===== src/rtl/uart_pkg.sv =====
// Shared definitions for the configurable UART transmitter.
//   parity_e   : parity mode encoding carried with each queued word
//   tx_state_e : transmitter frame states
//   frame_len  : number of bit periods in one frame for a given configuration
package uart_pkg;

  typedef enum logic [1:0] {
    PAR_NONE = 2'd0,
    PAR_EVEN = 2'd1,
    PAR_ODD  = 2'd2
  } parity_e;

  typedef enum logic [2:0] {
    ST_IDLE,
    ST_START,
    ST_DATA,
    ST_PARITY,
    ST_STOP
  } tx_state_e;

  function automatic int unsigned frame_len(input int unsigned data_bits,
                                            input logic        par_en,
                                            input logic        stop2);
    return 1 + data_bits + (par_en ? 1 : 0) + (stop2 ? 2 : 1);
  endfunction

endpackage


===== src/rtl/uart_tx_cfg.sv =====
// Configurable UART transmitter with a one-entry holding register.
// Ports:
//   clk, rst_n  : clock, synchronous active-low reset
//   clk_en      : one-cycle tick per bit period
//   s_data      : word to send (DATA_BITS wide)
//   s_parity    : 0 none, 1 even, 2 odd, 3 treated as none
//   s_stop2     : 1 = two stop bits
//   s_valid     : input word valid; transfer when s_valid && s_ready
//   s_ready     : holding register empty
//   busy        : frame in progress or holding register full
//   done        : one-cycle pulse at the end of each frame's last stop bit
//   tx_out      : registered serial line
module uart_tx_cfg
  import uart_pkg::*;
#(
  parameter int   DATA_BITS  = 8,
  parameter logic IDLE_LEVEL = 1'b1
) (
  input  logic                 clk,
  input  logic                 rst_n,
  input  logic                 clk_en,
  input  logic [DATA_BITS-1:0] s_data,
  input  logic [1:0]           s_parity,
  input  logic                 s_stop2,
  input  logic                 s_valid,
  output logic                 s_ready,
  output logic                 busy,
  output logic                 done,
  output logic                 tx_out
);

  // Wide enough to hold the value DATA_BITS itself, so 9 does not wrap.
  localparam int CNT_W = $clog2(DATA_BITS + 1);

  tx_state_e            state_q, state_d;
  logic                 hold_full_q, hold_full_d;
  logic                 tx_q, tx_d;
  logic                 done_q, done_d;

  logic [DATA_BITS-1:0] hold_data_q, hold_data_d;
  logic [1:0]           hold_par_q, hold_par_d;
  logic                 hold_stop2_q, hold_stop2_d;
  logic [DATA_BITS-1:0] shift_q, shift_d;
  logic [CNT_W-1:0]     bit_cnt_q, bit_cnt_d;
  logic                 par_en_q, par_en_d;
  logic                 par_bit_q, par_bit_d;
  logic                 stop2_q, stop2_d;
  logic                 stop_cnt_q, stop_cnt_d;

  logic                 accept;
  logic                 load;

  // Ready is simply "holding register empty", so accept and unload can
  // never coincide: accept needs it empty, unload needs it full.
  assign accept = s_valid && !hold_full_q;

  // NOTE: every signal driven here gets a default first, so no path leaves
  // one unassigned and no latch is inferred.
  always_comb begin
    state_d      = state_q;
    hold_full_d  = hold_full_q;
    tx_d         = tx_q;
    done_d       = 1'b0;
    hold_data_d  = hold_data_q;
    hold_par_d   = hold_par_q;
    hold_stop2_d = hold_stop2_q;
    shift_d      = shift_q;
    bit_cnt_d    = bit_cnt_q;
    par_en_d     = par_en_q;
    par_bit_d    = par_bit_q;
    stop2_d      = stop2_q;
    stop_cnt_d   = stop_cnt_q;
    load         = 1'b0;

    if (accept) begin
      hold_full_d  = 1'b1;
      hold_data_d  = s_data;
      hold_par_d   = s_parity;
      hold_stop2_d = s_stop2;
    end

    if (clk_en) begin
      unique case (state_q)
        ST_IDLE: begin
          if (hold_full_q) load = 1'b1;
        end
        ST_START: begin
          state_d   = ST_DATA;
          tx_d      = shift_q[0];
          shift_d   = shift_q >> 1;
          bit_cnt_d = CNT_W'(1);
        end
        ST_DATA: begin
          if (bit_cnt_q == CNT_W'(DATA_BITS)) begin
            if (par_en_q) begin
              state_d = ST_PARITY;
              tx_d    = par_bit_q;
            end else begin
              state_d    = ST_STOP;
              tx_d       = IDLE_LEVEL;
              stop_cnt_d = 1'b0;
            end
          end else begin
            tx_d      = shift_q[0];
            shift_d   = shift_q >> 1;
            bit_cnt_d = bit_cnt_q + CNT_W'(1);
          end
        end
        ST_PARITY: begin
          state_d    = ST_STOP;
          tx_d       = IDLE_LEVEL;
          stop_cnt_d = 1'b0;
        end
        ST_STOP: begin
          if (stop2_q && !stop_cnt_q) begin
            stop_cnt_d = 1'b1;
          end else begin
            done_d = 1'b1;
            // A queued word starts immediately, leaving no idle gap.
            if (hold_full_q) begin
              load = 1'b1;
            end else begin
              state_d = ST_IDLE;
              tx_d    = IDLE_LEVEL;
            end
          end
        end
        default: begin
          state_d = ST_IDLE;
          tx_d    = IDLE_LEVEL;
        end
      endcase
    end

    // Parity is fixed from the whole word here, before any shifting.
    if (load) begin
      state_d     = ST_START;
      tx_d        = ~IDLE_LEVEL;
      hold_full_d = 1'b0;
      shift_d     = hold_data_q;
      par_en_d    = (hold_par_q == PAR_EVEN) || (hold_par_q == PAR_ODD);
      par_bit_d   = (^hold_data_q) ^ (hold_par_q == PAR_ODD);
      stop2_d     = hold_stop2_q;
    end
  end

  // NOTE: state registers use non-blocking assignments so every flop samples
  // the pre-edge value of its neighbours.
  always_ff @(posedge clk) begin
    if (!rst_n) begin
      state_q     <= ST_IDLE;
      hold_full_q <= 1'b0;
      tx_q        <= IDLE_LEVEL;
      done_q      <= 1'b0;
    end else begin
      state_q     <= state_d;
      hold_full_q <= hold_full_d;
      tx_q        <= tx_d;
      done_q      <= done_d;
    end
  end

  // NOTE: payload registers carry no reset; they are always written before
  // being read, guarded by hold_full_q or the frame state.
  always_ff @(posedge clk) begin
    hold_data_q  <= hold_data_d;
    hold_par_q   <= hold_par_d;
    hold_stop2_q <= hold_stop2_d;
    shift_q      <= shift_d;
    bit_cnt_q    <= bit_cnt_d;
    par_en_q     <= par_en_d;
    par_bit_q    <= par_bit_d;
    stop2_q      <= stop2_d;
    stop_cnt_q   <= stop_cnt_d;
  end

  assign s_ready = !hold_full_q;
  assign busy    = (state_q != ST_IDLE) || hold_full_q;
  assign done    = done_q;
  assign tx_out  = tx_q;

endmodule


===== config.mk =====
export PLATFORM = sky130hd
export DESIGN_NAME = uart_tx_cfg
export DESIGN_NICKNAME = d
export VERILOG_FILES = /design/src/rtl/uart_pkg.sv /design/src/rtl/uart_tx_cfg.sv
export SDC_FILE = /design/constraint.sdc
export NUM_CORES = 1
export LEC_CHECK = 0
export ABC_AREA = 1
export BUFFER_PORTS_ARGS = -buffer_cell sky130_fd_sc_hd__buf_2
export CAP_MARGIN = 0
export CORE_MARGIN = 10
export CORE_UTILIZATION = 60
export DETAILED_ROUTE_END_ITERATION = 8
export PLACE_DENSITY = 0.91
export SLEW_MARGIN = 5
export SYNTH_ARGS = -nofsm -noshare
export SYNTH_HDL_FRONTEND = slang
export SYNTH_SLANG_ARGS = --single-unit

===== constraint.sdc =====
create_clock -name clk -period 3.1 [get_ports clk]
set_input_delay 0.155 -clock clk [delete_from_list [all_inputs] [get_ports clk]]
set_output_delay 0.155 -clock clk [all_outputs]
set_load 0.05 [all_outputs]

Word level (Yosys, flattened, before mapping)
Index checks and enable logic that the tools add are counted.
{"block": "word_totals", "out_inout_bits": 4, "reg_bits": 33, "wordCells": 86}
{"block": "classes", "add_sub_neg": 1, "n_mux": 29, "n_bitwise": 3, "eq_ne": 18, "n_reduce_logical": 21}
{"op": "8-bit 2-to-1 mux", "count": 3}
{"op": "8-bit case mux with 2 select lines", "count": 1}
{"op": "1-bit 2-to-1 mux", "count": 15}
{"op": "3-bit case mux with 5 select lines", "count": 1}
{"op": "5-bit AND reduction", "count": 3}
{"op": "2-bit inequality test, second input constant", "count": 7}
{"op": "3-bit 2-to-1 mux", "count": 4}
{"op": "3-bit inequality test, second input constant", "count": 4}
{"op": "3-bit AND reduction", "count": 3}
{"op": "3-bit nonzero test", "count": 3}
{"op": "4-bit case mux with 2 select lines", "count": 1}
{"op": "8-bit parity", "count": 1}
{"op": "3-bit by 2-bit == test with 1-bit output, second input constant", "count": 2}
{"op": "4-bit by 1-bit adder with 4-bit output, second input constant", "count": 1}
{"op": "4-bit == test, second input constant", "count": 1}
{"op": "4-bit 2-to-1 mux", "count": 1}
{"op": "1-bit case mux with 4 select lines", "count": 1}
{"op": "4-bit AND reduction", "count": 1}
{"op": "2-bit nonzero test", "count": 2}
{"op": "3-bit by 1-bit == test with 1-bit output, second input constant", "count": 1}
{"op": "3-bit == test, second input constant", "count": 1}
{"op": "3-bit logical NOT", "count": 1}
{"op": "1-bit case mux with 3 select lines", "count": 1}
{"op": "2-bit by 1-bit == test with 1-bit output, second input constant", "count": 1}
{"op": "8 further kinds", "count": 12}

Logic depth before layout (Yosys ltp)
{"block": "depth", "depth_word": 7, "ltp_mapped": 9, "mapped_depth_nobuf": 9}

Worst setup path before layout
No wires, ideal clock.
{"block": "synth_path", "kind": "register -> register", "startpoint": "register bit_cnt_q[0]", "endpoint": "register shift_q[0], enable pin", "setup_slack_ns": 1.430, "n_path_buf": 0, "arrival_ns": 1.296, "stages_incl_launch_ff": 8, "t_required_ns": 2.726, "path_cell_list": "edfxtp_1 > inv_1 > ha_1 > nand2_1 > nand2_2 > nand2_1 > inv_1 > o21ai_1"}
{"block": "synth_between", "elab_chain_len": 3}
{"item": "start: declaration", "line_no": "uart_tx_cfg.sv:44", "source": "logic [CNT_W-1:0] bit_cnt_q, bit_cnt_d;"}
{"item": "start signal: assignment", "line_no": "uart_tx_cfg.sv:170", "source": "bit_cnt_q <= bit_cnt_d;"}
{"item": "4-bit == test", "line_no": "uart_tx_cfg.sv:94", "source": "if (bit_cnt_q == CNT_W'(DATA_BITS)) begin"}
{"item": "3-bit inequality test (no line)"}
{"item": "3-bit AND reduction (no line)"}
{"item": "end signal: assignment", "line_no": "uart_tx_cfg.sv:169", "source": "shift_q <= shift_d;"}
{"item": "end: declaration", "line_no": "uart_tx_cfg.sv:43", "source": "logic [DATA_BITS-1:0] shift_q, shift_d;"}
No other way between the ends.
A chain may end at the register's enable or synchronous reset.

Worst setup path after layout
Ends and elaborated chain as after synthesis.

==> impl_results.md <==
* Status: finished clean
* # rows at 18
* Post-synth cell types at 23
* Met2 WL at 1430 microns
* Number of fillers in the final layout at 162
* CTS clk-pin slew, worst paths at 0.11 ns
* Clock Sinks at 33
* HPWL after detailed placement at approximately 2000 microns
* Setup crit start kind: flip-flop
* Wire per inst at roughly 13 microns
* Grt ovf at 0
* Hold path endpoint: tx_out$_SDFFE_PN1P_
* Routability cong. at 0.914
* Hold Crit Depth at 2
* Top Ports at 19
* Total inserted antenna cells at 0
* Initial Utilization at between 60 and 70%
* First-pass GRT wire length at 4860 microns
* R2R Setup Slk at 1.21 ns
* Drt first pass iters at 6
* 1st-iter DRT viols at 44
* Hold WS at 0.0583 ns
* Yosys top cell by area: edfxtp_1
* Clk buf depth at 2
* FMAX at 0.528 GHz
* Least-Margin Pin Slew at 0.807 ns
* Final setup TNS at 0 ns
* Flops & latches, synth at 33
* CP endpoint kind: flip-flop
* DR top layer: met4
* Met3 routed WL at 256 microns
* Antenna violations before repair at 0
* Synth Cell Area at approximately 0.0015 sq mm
* Max Slew Vio Count at 0
* Most frequent cells in the layout: nand2_1 (48), edfxtp_1 (27), inv_1 (18), buf_2 (18), nor2_1 (13)
* Nets@finish at 211
* Die W at 70.8 microns
* Reg-to-Reg End: shift_q[0]$_DFFE_PP_
* Antenna Nets Post-Route at 0
* Ranking of synthesized cells by area: edfxtp_1 (52%), nand2_1 (12%), dfxtp_1 (7.8%), inv_1 (4.4%), nor2_1 (3.2%)
* Port bufs at 18
* CP arrival at 1.86 ns
* Area share of the leading cell type in the synthesized netlist at between 50% and 60%
* Layout area overhead at 17.4%
* Synth warnings at 0
* Final Hold Fails at 0
* Start of the worst register-to-register path: bit_cnt_q[0]$_SDFFCE_PN1P_
* Power per Cell Area at 554 mW/mm^2
* Unrepaired setup endpoints after global routing: no
* Vias in the first global route at 1139
* Final setup vio count at 0
* Setup CP Type: flip-flop to flip-flop
* Critical Path Fanout Max at 8
* Pin count of the biggest net entering global routing at 16
* Total global routing track utilization at 11.8%
* Vias at 1138
* Fin crit share at 61.0%
* Leakage at a little over 0.0008 uW
* HP Start: rst_n
* Die height at between 70 and 80 microns
* Skew-Pair Late Insertion Delay at roughly 0.34 ns
* Synth Net Count at between 150 and 200
* Rel. slew slack at 46.0%
* Syn avg cell area at 9.72 sq um
* CORE AREA at 0.00248 sq mm
* Root Driver: clkbuf_4
* Max_cap viols at 0
* Mapped Cells at 159
* Commonest non-fill, non-tap cell in the layout: nand2_1
* Via density per instance at 5.08
* Hold Crit Class: input pin to flip-flop
* VDD IR-drop max at 0.383 mV
* Final core occ at 73.2%
* Clock Skew at 0.0139 ns
* Tmin final at around 1.9 ns
* Die area at roughly 0.005 sq mm
* Worst reg2reg path depth at 7
* Clock buffer count from CTS at 5
* CP Data Required Time at 3.07 ns
* H-tree Lvls at 2
* # DRC at 0
* Share of post-route cells with drive strength above 1 at 20.6%
* Wirelength, routed at 2900 microns
* Met1 WL at between 1000 and 1500 microns
* TritonCTS clock tree: yes
* Post-synthesis sequential area ratio at approximately three fifths
## cells in the mapped netlist
cell type and instances:
nand2_1 48, xnor2_1 5, dfxtp_1 6, nor2_4 1
ha_1 3, nand3b_1 2, a21oi_2 1, buf_4 1
buf_6 1, nand4_1 3, nand2_2 3, nand2_4 1
nor2_1 13, o21ai_1 1, o21ai_0 2, inv_1 18
nor3_2 1, edfxtp_1 27, nand3_2 1, nand3_1 7
xor2_1 1, a21oi_1 5, inv_2 8
## kinds of logic (layout without fill, tap and decap cells)
logic type / after synthesis / after routing / share of synthesized area, %
simple gates: 80 / 80 / 23.2
compound gates: 9 / 9 / 3.16
flops: 33 / 33 / 60.2
buf+inv: 28 / 63 / 7.53
fa+ha+maj: 3 / 3 / 2.43
xor+xnor: 6 / 6 / 3.40
## timing repair
action	4_1_cts	5_1_grt
gates resized for setup	0	0
hold endpoints to repair	9	2
hold buffers	9	2
buffers inserted	0	0
## area by class of cell
| cell class | instances | area (sq um) | share of cell area (%) |
|---|---|---|---|
| clock buffer | 5 | 37.5 | 2.07 |
| clock inverter | 3 | 12.5 | 0.690 |
| inverter | 26 | 97.6 | 5.38 |
| multi-input combinational | 98 | 498 | 27.4 |
| sequential | 33 | 931 | 51.3 |
| tap | 30 | 37.5 | 2.07 |
| timing repair buffer | 29 | 200 | 11.0 |
## per-layer routing
layer	track usage [%]	vias up
met3	5.02	11
met5	0	-
li1	-	578
met4	6.24	0
met2	20.0	47
met1	12.1	502
## metrics by stage
step / instance area, sq um / cells / worst slack, ns / total power (uW)
floorplan: 1550 / 159 / 1.43 / 731
global placement: 1650 / 205 / 1.31 / 765
detailed placement: 1650 / 205 / 1.23 / 779
CTS: 1790 / 222 / 1.20 / 1010
global route: 1810 / 224 / 1.07 / 1060
finish: 1810 / 224 / 1.21 / 1010
## critical path: stages, from the launching register on
cell and delay [ns]:
edfxtp_1 0.42, inv_1 0.07, ha_1 0.20, nand2_1 0.09, nand2_2 0.09, nand2_1 0.09, inv_1 0.05, o21ai_1 0.51
## worst max path at each step
stage / depth (start not counted) / end / startpoint / slack, ns
3_3_place_gp: 7 / shift_q[4]$_DFFE_PP_ / bit_cnt_q[0]$_SDFFCE_PN1P_ / 1.31
5_1_grt: 7 / shift_q[0]$_DFFE_PP_ / bit_cnt_q[0]$_SDFFCE_PN1P_ / 1.07
6_report: 7 / shift_q[0]$_DFFE_PP_ / bit_cnt_q[0]$_SDFFCE_PN1P_ / 1.21
4_1_cts: 7 / shift_q[0]$_DFFE_PP_ / bit_cnt_q[0]$_SDFFCE_PN1P_ / 1.20
3_5_place_dp: 7 / shift_q[4]$_DFFE_PP_ / bit_cnt_q[0]$_SDFFCE_PN1P_ / 1.23
2_1_floorplan: 7 / shift_q[0]$_DFFE_PP_ / bit_cnt_q[0]$_SDFFCE_PN1P_ / 1.43
## flip-flops by register name (all words and copies together), names as in the netlist, 2 cells and up
name         flops
shift_q          8
state_q          3
bit_cnt_q        4
hold_data_q      8
hold_par_q       2
## power by group
group	internal [uW]	total, uW	switching [uW]
Clock	81.9	224	142
Combinational	76.0	223	147
Sequential	536	558	22.0
Total	694	1010	311
Power figures use the tool's default switching activity.
